<file path="config.mk">
export PLATFORM = sky130hd
export DESIGN_NAME = pci_wom_sched
export DESIGN_NICKNAME = d
export VERILOG_FILES = /design/src/rtl/pci_wom_sched.sv
export SDC_FILE = /design/constraint.sdc
export NUM_CORES = 1
export LEC_CHECK = 0
export CAP_MARGIN = 20
export CORE_MARGIN = 1
export CORE_UTILIZATION = 37
export CTS_BUF_LIST = sky130_fd_sc_hd__clkbuf_16
export DETAILED_ROUTE_END_ITERATION = 7
export GPL_TIMING_DRIVEN = 0
export PLACE_DENSITY = 0.78
export SYNTH_ARGS = -nofsm -noshare
export SYNTH_HDL_FRONTEND = slang
export SYNTH_SLANG_ARGS = --single-unit
</file>
<file path="constraint.sdc">
create_clock -name hb_clk -period 3.5 [get_ports hb_clk]
set_input_delay 0.35 -clock hb_clk [delete_from_list [all_inputs] [get_ports hb_clk]]
set_output_delay 0.35 -clock hb_clk [all_outputs]
set_load 0.01 [all_outputs]
</file>
<file path="src/rtl/pci_wom_sched.sv">
// pci_wom_sched
//   Round-robin scheduler that shares one single-dword PCI master write engine
//   among NREQ status/semaphore writers. Each request pulse is latched as a
//   pending bit. One writer is granted at a time, and its address and data are
//   captured at grant. A target retry reissues the write after a backoff gap.
//   A programmable holdoff gap is enforced after every completed or failed write.
//
// Ports
//   hb_clk       in   host bus clock
//   reset_n      in   asynchronous active-low reset
//   pci_mstr_en  in   bus-master enable; low blocks new grants only
//   holdoff      in   idle cycles enforced after a write finishes
//   req          in   per-requester 1-cycle request pulses
//   req_addr     in   per-requester dword address, [30*i +: 30]
//   req_data     in   per-requester write data,   [32*i +: 32]
//   eng_go       out  1-cycle start pulse to the write engine
//   eng_addr     out  latched address of the granted requester
//   eng_data     out  latched data of the granted requester
//   eng_done     in   write completed
//   eng_retry    in   target retry, no data moved
//   eng_abort    in   master/target abort
//   gnt_id       out  index of the current/last granted requester
//   ack          out  per-requester 1-cycle completion pulse
//   err          out  per-requester 1-cycle failure pulse (abort / retries exhausted)
//   busy         out  scheduler not idle
module pci_wom_sched #(
  parameter int NREQ      = 4,
  parameter int HOLDOFF_W = 8,
  parameter int MAX_RETRY = 15,
  parameter int BACKOFF   = 4
) (
  input  logic                    hb_clk,
  input  logic                    reset_n,
  input  logic                    pci_mstr_en,
  input  logic [HOLDOFF_W-1:0]    holdoff,
  input  logic [NREQ-1:0]         req,
  input  logic [NREQ*30-1:0]      req_addr,
  input  logic [NREQ*32-1:0]      req_data,
  output logic                    eng_go,
  output logic [29:0]             eng_addr,
  output logic [31:0]             eng_data,
  input  logic                    eng_done,
  input  logic                    eng_retry,
  input  logic                    eng_abort,
  output logic [$clog2(NREQ)-1:0] gnt_id,
  output logic [NREQ-1:0]         ack,
  output logic [NREQ-1:0]         err,
  output logic                    busy
);

  localparam int IDW = $clog2(NREQ);
  localparam int RW  = 8;                                    // MAX_RETRY <= 255
  localparam int BW  = (BACKOFF > 1) ? $clog2(BACKOFF) : 1;  // holds BACKOFF-1

  typedef enum logic [2:0] {
    S_IDLE    = 3'd0,
    S_ISSUE   = 3'd1,
    S_WAIT    = 3'd2,
    S_BACKOFF = 3'd3,
    S_HOLD    = 3'd4
  } state_t;

  state_t                state_q, state_d;
  logic [NREQ-1:0]       pending_q, pending_d;
  logic [IDW-1:0]        rr_q, rr_d;
  logic [IDW-1:0]        gnt_id_q, gnt_id_d;
  logic [29:0]           eng_addr_q, eng_addr_d;
  logic [31:0]           eng_data_q, eng_data_d;
  logic                  eng_go_q, eng_go_d;
  logic [NREQ-1:0]       ack_q, ack_d;
  logic [NREQ-1:0]       err_q, err_d;
  logic [RW-1:0]         retry_cnt_q, retry_cnt_d;
  logic [BW-1:0]         back_cnt_q, back_cnt_d;
  logic [HOLDOFF_W-1:0]  hold_cnt_q, hold_cnt_d;

  // Arbitration
  logic [NREQ-1:0] pend_rot;
  logic [IDW-1:0]  win_off;
  logic [IDW:0]    win_sum;
  logic [IDW-1:0]  win_idx;
  logic [IDW:0]    rr_nxt;
  logic [NREQ-1:0] gnt_oh;

  // Decoded events
  logic grant;
  logic ev_abort;
  logic ev_done;
  logic ev_retry;
  logic retry_last;

  // Rotate pending so the search start (rr pointer) lands at bit 0; the lowest
  // set bit of the rotated vector is the round-robin winner's offset.
  always_comb begin
    pend_rot = NREQ'({pending_q, pending_q} >> rr_q);
    win_off  = '0;
    for (int k = NREQ - 1; k >= 0; k--) begin
      if (pend_rot[k]) win_off = IDW'(k);
    end
    win_sum = {1'b0, rr_q} + {1'b0, win_off};
    if (win_sum >= (IDW+1)'(NREQ)) win_sum = win_sum - (IDW+1)'(NREQ);
    win_idx = win_sum[IDW-1:0];
    rr_nxt  = {1'b0, win_idx} + (IDW+1)'(1);
    if (rr_nxt == (IDW+1)'(NREQ)) rr_nxt = '0;
  end

  assign gnt_oh = NREQ'(1) << gnt_id_q;

  assign grant      = (state_q == S_IDLE) && pci_mstr_en && (|pending_q) && (hold_cnt_q == '0);
  // Simultaneous engine pulses resolve abort > done > retry.
  assign ev_abort   = (state_q == S_WAIT) && eng_abort;
  assign ev_done    = (state_q == S_WAIT) && !eng_abort && eng_done;
  assign ev_retry   = (state_q == S_WAIT) && !eng_abort && !eng_done && eng_retry;
  assign retry_last = (retry_cnt_q == RW'(MAX_RETRY - 1));

  // Next-state logic
  always_comb begin
    state_d = state_q;
    unique case (state_q)
      S_IDLE: begin
        if (grant) state_d = S_ISSUE;
      end
      S_ISSUE: begin
        state_d = S_WAIT;
      end
      S_WAIT: begin
        if (ev_abort || ev_done) state_d = S_HOLD;
        else if (ev_retry)       state_d = retry_last ? S_HOLD : S_BACKOFF;
      end
      S_BACKOFF: begin
        if (back_cnt_q == '0) state_d = S_ISSUE;
      end
      S_HOLD: begin
        // hold_cnt was loaded with holdoff on entry; leaving at 1 (or at 0 when
        // holdoff was 0) gives exactly holdoff idle cycles before the next grant.
        if (hold_cnt_q <= HOLDOFF_W'(1)) state_d = S_IDLE;
      end
      default: state_d = S_IDLE;
    endcase
  end

  // Output / datapath next values
  always_comb begin
    // A request in the same cycle as its ack/err pulse re-queues the event.
    pending_d   = (pending_q & ~(ack_q | err_q)) | req;
    rr_d        = rr_q;
    gnt_id_d    = gnt_id_q;
    eng_addr_d  = eng_addr_q;
    eng_data_d  = eng_data_q;
    eng_go_d    = (state_d == S_ISSUE);
    ack_d       = '0;
    err_d       = '0;
    retry_cnt_d = retry_cnt_q;
    back_cnt_d  = back_cnt_q;
    hold_cnt_d  = hold_cnt_q;

    if (grant) begin
      gnt_id_d    = win_idx;
      rr_d        = rr_nxt[IDW-1:0];
      retry_cnt_d = '0;
      for (int i = 0; i < NREQ; i++) begin
        if (win_idx == IDW'(i)) begin
          eng_addr_d = req_addr[30*i +: 30];
          eng_data_d = req_data[32*i +: 32];
        end
      end
    end

    if (ev_abort) begin
      err_d      = gnt_oh;
      hold_cnt_d = holdoff;
    end

    if (ev_done) begin
      ack_d      = gnt_oh;
      hold_cnt_d = holdoff;
    end

    if (ev_retry) begin
      if (retry_last) begin
        err_d      = gnt_oh;
        hold_cnt_d = holdoff;
      end else begin
        retry_cnt_d = retry_cnt_q + RW'(1);
        back_cnt_d  = BW'(BACKOFF - 1);
      end
    end

    if ((state_q == S_BACKOFF) && (back_cnt_q != '0)) back_cnt_d = back_cnt_q - BW'(1);

    if ((state_q == S_HOLD) && (hold_cnt_q != '0)) hold_cnt_d = hold_cnt_q - HOLDOFF_W'(1);
  end

  // State register
  always_ff @(posedge hb_clk or negedge reset_n) begin
    if (!reset_n) begin
      state_q     <= S_IDLE;
      pending_q   <= '0;
      rr_q        <= '0;
      gnt_id_q    <= '0;
      eng_addr_q  <= '0;
      eng_data_q  <= '0;
      eng_go_q    <= 1'b0;
      ack_q       <= '0;
      err_q       <= '0;
      retry_cnt_q <= '0;
      back_cnt_q  <= '0;
      hold_cnt_q  <= '0;
    end else begin
      state_q     <= state_d;
      pending_q   <= pending_d;
      rr_q        <= rr_d;
      gnt_id_q    <= gnt_id_d;
      eng_addr_q  <= eng_addr_d;
      eng_data_q  <= eng_data_d;
      eng_go_q    <= eng_go_d;
      ack_q       <= ack_d;
      err_q       <= err_d;
      retry_cnt_q <= retry_cnt_d;
      back_cnt_q  <= back_cnt_d;
      hold_cnt_q  <= hold_cnt_d;
    end
  end

  assign eng_go   = eng_go_q;
  assign eng_addr = eng_addr_q;
  assign eng_data = eng_data_q;
  assign gnt_id   = gnt_id_q;
  assign ack      = ack_q;
  assign err      = err_q;
  assign busy     = (state_q != S_IDLE);

endmodule
</file>
==> flow_summary_export.csv, run 1 <==
group,metric,value,unit
die,rows,48,
route,ant_nets,0,
placement,numPortBuffers,339,
critical_path,crit_top_cell,"buf_6",
clocking,clkSlewWorstSetupHoldPaths,0.07,ns
route,route.vias.total,6590,
timing,fin_ws,0.1561,ns
route,drt_wl_total,24150,um
critical_path,required,3.73,ns
power,internal_power,2112,uW
placement,dpl.hpwl,18700,um
die,dieArea,18040,um^2
route,drt-pass1-iter-count,5,
die,start_util,37.71,%
power,p_switching,843.3,uW
timing,setup_viol,0,
route,routedWlPerCell,18.76,um
layout,final_core_utilization,62.68,%
timing,finalCritPeriodShare,95.54,%
power,powerDensity,274.5,nW/um^2
timing,fmax,299.1,MHz
min_path,holdCritPathClass,"in2async",
placement,globalplace.congestion,0.9606,
power,switching_share,28.54,%
die,num_io_pins,340,
layout,fill_cells,1424,
power,peakVddDrop,195.8,uV
route,top_layer_used,"met5",
layout,syn_to_final_growth,66.22,%
synth,synth.avg_cell_area,9.293,um^2
layout,instances_no_fill,1287,
power,comb_power_share,28.3,%
layout,drive_above_1_share,13.65,%
critical_path,reg2reg_depth,16,
clocking,cts_buffer_depth,2,
timing,rsz0062_at_grt,"false",
synth,synth-edff-count,0,
critical_path,arrival,3.58,ns
power,p_total,2955,uW
global_routing,grt_pass1_wl,35270,um
route,route.met3.wl,1480,um
synth,synth.yosys.seq_area_share,38.63,%
route,avgViaCountPerCell,5.120,
placement,post-place-ws,-0.9196,ns
synth,yosysUniqueCellTypes,51,
power,p_clk_share,32.4,%
layout,diodes,0,
synth,yosysWarnings,0,
job,cap_violations,0,
critical_path,cp-end-kind,"register",
die,fp.coreArea,17180,um^2
timing,post-route-min-period,3.344,ns
critical_path,crit_fanout,10,
global_routing,grt_overflow,0,
route,drt-initial-drc-count,282,
timing,clock_skew,0.006831,ns
clocking,postCtsHoldBufs,0,
route,dr_wl_met2,12110,um
critical_path,worstSetupStartpointType,"register",
power,power_frac_seq,39.3,%
critical_path,worst_path_max_delay_cell,"dfrtp_1",
clocking,cts_tree,"yes",
global_routing,first_global_vias,6411,
global_routing,antenna_found_initial,2,
placement,place_inst,1262,
critical_path,cp_cell_sequence,"buf_6 -> nor2b_1 -> a221o_1 -> nand2_1 -> o221ai_1 -> ha_2 -> xor2_4 -> xnor2_4 -> inv_2 -> ha_4 -> buf_4 -> o311ai_4 -> mux2i_4 -> buf_12 -> buf_6 -> mux2_4",
route,wl_met1,9915,um
layout,final_nets,1332,
global_routing,grt_usage,25.96,%
route,drc_errors,0,
synth,synth_seq_cells,100,
timing,max-slew-margin-rel,44.79,%
synth,synthCells,697,
outcome,failed_checks,"negative hold slack",
clocking,cts_made_buffers,9,
timing,timing.hold.ws,-0.003206,ns
die,die_w,134.3,um
clocking,worstSkewPairLatency,0.35,ns
outcome,outcome,"complete, but fails checks",
critical_path,slowest_delay,0.40,ns
timing,slew_viol_final,0,
global_routing,grt_max_degree,60,
timing,worstMarginPinSlew,0.8206,ns
layout,layout_common_cells,"clkdlybuf4s50_1 (338), dfrtp_1 (100), nor2_1 (92), nand2_1 (86), o21ai_0 (75)",
synth,syn_area,6477,um^2
clocking,clock-sinks,100,
power,power.leakage,0.004473,uW
synth,ys_async_sr_fraction,100.0,%
clocking,cts_htree_levels,3,
die,die_height,134.3,um
clocking,root_buffer,"clkbuf_16",
layout,final_common_cell,"clkdlybuf4s50_1",
synth,synthesis.nets,972,
critical_path,critPathKind,"reg2reg",
synth,synth_top_flop_cell,"dfrtp_1",
timing,hold_viol_final,2,
## per-stage QoR
step                      instance area (um^2)  setup TNS, ns  hold WS, ns
after floorplan                           6477              0      0.05441
after global placement                   10150        -227.90       0.4575
after detailed placement                 10180         -49.78       0.3881
after CTS                                10610              0     0.009056
after global routing                     10770              0      0.04183
final                                    10770              0    -0.003206
## synthesized netlist by cell type, types with 7 or more instances
cell / n / area share [%]
nand2_1: 86 / 5.0
buf_1: 8 / 0.46
a21oi_1: 70 / 5.4
ha_1: 9 / 1.7
dfrtp_1: 100 / 39
mux2_4: 60 / 14
mux2i_1: 66 / 10
inv_1: 11 / 0.64
nand3_1: 7 / 0.54
clkbuf_1: 33 / 1.9
nor2_1: 92 / 5.3
o21ai_0: 75 / 5.8
## kinds of logic (layout without fill, tap and decap cells)
| family | after synthesis | count (layout) | synth area share (%) |
|---|---|---|---|
| AND/OR/NAND/NOR | 218 | 218 | 14.58 |
| AO/OA/AOI/OAI | 176 | 176 | 15.32 |
| multiplexers | 130 | 130 | 24.98 |
| flip-flops | 100 | 100 | 38.63 |
| buffers and inverters | 60 | 425 | 4.211 |
| adder cells (fa/ha/maj) | 9 | 9 | 1.738 |
| XOR/XNOR | 4 | 4 | 0.5410 |
## path summary, 6_finish.rpt
path	startpoint	endpoint	slack [ns]
max in group asynchronous	reset_n	eng_data[31]$_DFFE_PN0P_	2.82
min in group hb_clk	back_cnt_q[0]$_DFFE_PN0P_	back_cnt_q[0]$_DFFE_PN0P_	0.47
worst max-delay path	rr_q[0]$_DFFE_PN0P_	eng_data[6]$_DFFE_PN0P_	0.16
worst max register to register	rr_q[0]$_DFFE_PN0P_	eng_data[6]$_DFFE_PN0P_	0.16
worst min-delay path	reset_n	eng_go$_DFF_PN0_	-0.003
worst min register to register	back_cnt_q[0]$_DFFE_PN0P_	back_cnt_q[0]$_DFFE_PN0P_	0.47
## worst max-delay path, delay by kind of cell, from the launching register on
kind | cells | cell delay (ns)
compound gates | 3 | 0.66
xor+xnor | 2 | 0.36
fa+ha+maj | 2 | 0.44
buf+inv | 5 | 0.72
flops | 1 | 0.40
mux | 2 | 0.43
simple gates | 2 | 0.21
## flip-flops by register name, indices dropped and copies added (netlist names)
register / flops
gnt_id: 2
ack: 4
hold_cnt_q: 8
pending_q: 4
err: 4
state_q: 3
rr_q: 2
eng_go: 1
back_cnt_q: 2
retry_cnt_q: 8
eng_addr: 30
eng_data: 32
## layer usage
metal | up-vias | global-route usage, %
li1 | 3175 | -
met1 | 3072 | 32.98
met2 | 298 | 44.24
met3 | 41 | 4.422
met4 | 4 | 9.301
met5 | - | 0
## what timing repair did
item,CTS,global route
setup buffers,3,9
setup endpoints to repair,62,62
gates cloned,0,1
pin swaps,1,3
gates resized for setup,38,33
## area by class of cell
class | count | area [um^2] | share of cell area, %
Multi-Input combinational cell | 537 | 3805 | 35.34
Timing Repair Buffer | 353 | 3546 | 32.93
Sequential cell | 100 | 2502 | 23.24
Buffer | 45 | 312.8 | 2.905
Tap cell | 225 | 281.5 | 2.615
Clock buffer | 9 | 225.2 | 2.092
Clock inverter | 7 | 52.55 | 0.4881
Inverter | 11 | 41.29 | 0.3835
## power groups by stage
stage | clock network, uW | registers (uW) | logic, uW
2_1_floorplan | 0 | 1180 | 329
3_3_place_gp | 0 | 1180 | 758
3_5_place_dp | 0 | 1180 | 774
4_1_cts | 979 | 1160 | 803
5_1_grt | 1030 | 1160 | 908
6_report | 958 | 1160 | 835
No activity file was read; power rests on OpenSTA's default activity.
==> inputs of run 2 (changes only) <==
GPL_TIMING_DRIVEN = default   (was 0)
clock period = 2.75 ns   (was 3.5 ns; I/O delays follow)
==> run 2 against run 1 <==
Compared with the run above: the flow finishes with violations (negative setup slack); global-route usage is 2.1 points lower; sequential power is 28% higher; worst setup slack worse by 0.63 ns; critical path depth stayed put; non-clock buffer count is 8 higher; count of clock-buffer cells in the layout stayed put; die area stayed put; total power is 32% higher; clock power is 34% higher; final area is 4.3% higher; clock skew is 0.0081 ns higher; routed wire length is 8.3% lower; largest cell class unchanged.
==> flow_summary_export.csv, run 2 (same netlist as run 1, synthesis figures left out) <==
group,metric,value,unit
layout,layout_common_cells,"clkdlybuf4s50_1 (338), dfrtp_1 (100), nor2_1 (91), nand2_1 (85), a21oi_1 (65)",
route,ant_nets,0,
route,route.vias.total,6568,
placement,dpl.hpwl,16430,um
power,power.leakage,0.004662,uW
route,drt-pass1-iter-count,5,
min_path,holdCritPathClass,"in2async",
timing,hold_viol_final,0,
clocking,root_buffer,"clkbuf_16",
power,switching_share,26.88,%
die,start_util,37.71,%
timing,slew_viol_final,0,
die,rows,48,
critical_path,rrSetupSlack,-0.47,ns
placement,post-place-ws,-0.5054,ns
layout,final_common_cell,"clkdlybuf4s50_1",
timing,fmax,310.4,MHz
outcome,outcome,"complete, but fails checks",
power,powerDensity,346.2,nW/um^2
route,drt_wl_total,22150,um
critical_path,reg2reg_depth,16,
clocking,clock-sinks,100,
global_routing,grt_max_degree,66,
timing,max-slew-margin-rel,51.20,%
placement,place_inst,1258,
critical_path,required,2.98,ns
critical_path,cp_cell_sequence,"nor2b_4 -> a221o_1 -> nand2_2 -> o221ai_2 -> ha_2 -> xor2_4 -> xnor2_2 -> buf_4 -> ha_4 -> buf_12 -> buf_16 -> mux2i_1 -> nor2_1 -> a21oi_1 -> o21ai_1 -> mux2_4",
job,cap_violations,0,
route,drc_errors,0,
global_routing,antenna_found_initial,0,
route,routedWlPerCell,17.11,um
die,die_w,134.3,um
die,dieArea,18040,um^2
clocking,clkSlewWorstSetupHoldPaths,0.08,ns
layout,syn_to_final_growth,73.42,%
timing,fin_ws,-0.4719,ns
die,fp.coreArea,17180,um^2
critical_path,arrival,3.45,ns
critical_path,crit_fanout,6,
global_routing,grtUsageMet3,5.102,%
route,drt-initial-drc-count,347,
power,p_total,3888,uW
power,p_switching,1045,uW
clocking,cts_tree,"yes",
global_routing,first_global_vias,6440,
clocking,cts_htree_levels,3,
die,die_height,134.3,um
layout,fill_cells,1393,
global_routing,grt_usage,23.86,%
layout,diodes,0,
power,comb_power_share,29.0,%
critical_path,critPathKind,"reg2reg",
timing,setup_viol,62,
global_routing,met2_usage,42.46,%
clocking,cts_made_buffers,9,
layout,final_nets,1340,
clocking,worstSkewPairLatency,0.35,ns
placement,globalplace.congestion,0.8552,
global_routing,grt_overflow,0,
timing,post-route-min-period,3.222,ns
timing,finalCritPeriodShare,117.2,%
critical_path,worst_path_max_delay_cell,"dfrtp_1",
global_routing,busiest_layer,"met2",
power,power_frac_seq,38.0,%
clocking,cts_buffer_depth,2,
layout,largest_reg_flops,32,
outcome,failed_checks,"negative setup slack",
power,internal_power,2843,uW
critical_path,slowest_delay,0.43,ns
critical_path,regToRegStartpoint,"rr_q[0]$_DFFE_PN0P_",
layout,drive_above_1_share,17.10,%
layout,instances_no_fill,1295,
route,avgViaCountPerCell,5.072,
placement,numPortBuffers,339,
critical_path,cp-end-kind,"register",
timing,rsz0062_at_grt,"true",
power,p_clk_share,33.0,%
global_routing,met1_usage,28.49,%
global_routing,grt_pass1_wl,33420,um
critical_path,worstSetupStartpointType,"register",
critical_path,r2r_end,"eng_data[24]$_DFFE_PN0P_",
die,num_io_pins,340,
timing,worstMarginPinSlew,0.7304,ns
timing,clock_skew,0.01495,ns
power,peakVddDrop,311.2,uV
==> run 2: changes by cell type in the layout (fill, tap and decap cells not counted), sizes merged <==
cell         change
buf             +35
bufinv           +1
clkbuf          -28
clkinv           -4
dlygate4sd3      +1
inv              +3
==> run 2: power by group through the flow <==
stage               Sequential (uW)  Combinational [uW]  Clock (uW)
floorplan                      1510                 443           0
global placement               1510                1000           0
detailed placement             1510                1020           0
CTS                            1480                1080        1320
global route                   1480                1230        1380
finish                         1480                1130        1280
==> run 2: critical path: cells and delay by family, from the launching register on <==
| family | cells | cell delay [ns] |
|---|---|---|
| AO/OA/AOI/OAI | 4 | 0.64 |
| XOR/XNOR | 2 | 0.40 |
| adder cells (fa/ha/maj) | 2 | 0.45 |
| buffers and inverters | 3 | 0.44 |
| flip-flops | 1 | 0.43 |
| multiplexers | 2 | 0.44 |
| AND/OR/NAND/NOR | 3 | 0.31 |
==> run 2: what timing repair did <==
item	4_1_cts	5_1_grt
pin swaps	8	16
cloned	6	2
gates resized for setup	41	34
endpoints found under the hold margin	35	0
endpoints found under the setup margin	62	62
hold buffers	1	0
buffers inserted	9	3
==> run 2: metal layers <==
metal  share of wire [%]  up-vias
li1                    -     3194
met1                  40     3078
met2                  51      257
met3                 6.6       39
met4                 2.4        0
met5                   0        -
==> run 2: worst max path at each step <==
| stage | from | endpoint | slack, ns | depth (start not counted) |
|---|---|---|---|---|
| after floorplan | rr_q[0]$_DFFE_PN0P_ | eng_addr[0]$_DFFE_PN0P_ | -0.40 | 17 |
| after global placement | rr_q[0]$_DFFE_PN0P_ | eng_data[9]$_DFFE_PN0P_ | -0.39 | 15 |
| after detailed placement | rr_q[0]$_DFFE_PN0P_ | eng_data[9]$_DFFE_PN0P_ | -0.51 | 15 |
| after CTS | rr_q[0]$_DFFE_PN0P_ | eng_data[8]$_DFFE_PN0P_ | -0.39 | 16 |
| after global routing | rr_q[0]$_DFFE_PN0P_ | eng_data[24]$_DFFE_PN0P_ | -0.64 | 16 |
| final | rr_q[0]$_DFFE_PN0P_ | eng_data[24]$_DFFE_PN0P_ | -0.47 | 16 |
==> run 2: area by class of cell <==
| cell class | count | area [um^2] | area share, % |
|---|---|---|---|
| multi-input cells | 537 | 3882 | 34.56 |
| flip-flops and latches | 100 | 2502 | 22.28 |
| inverters | 11 | 41.29 | 0.3676 |
| repair buffers | 406 | 4228 | 37.64 |
| clock inverters | 7 | 72.57 | 0.6460 |
| well taps | 225 | 281.5 | 2.506 |
| clock buffers | 9 | 225.2 | 2.005 |
==> run 2: through the flow <==
step	hold WS, ns	TNS (ns)	instance area [um^2]	util [%]
3_3_place_gp	0.2655	-18.15	10480	61.01
4_1_cts	0.4270	-20.71	11100	64.61
2_1_floorplan	-0.02059	-24.80	6606	-
6_report	0.4176	-24.96	11230	65.40
5_1_grt	0.4628	-34.23	11230	65.40
3_5_place_dp	0.2671	-24.49	10480	61.01
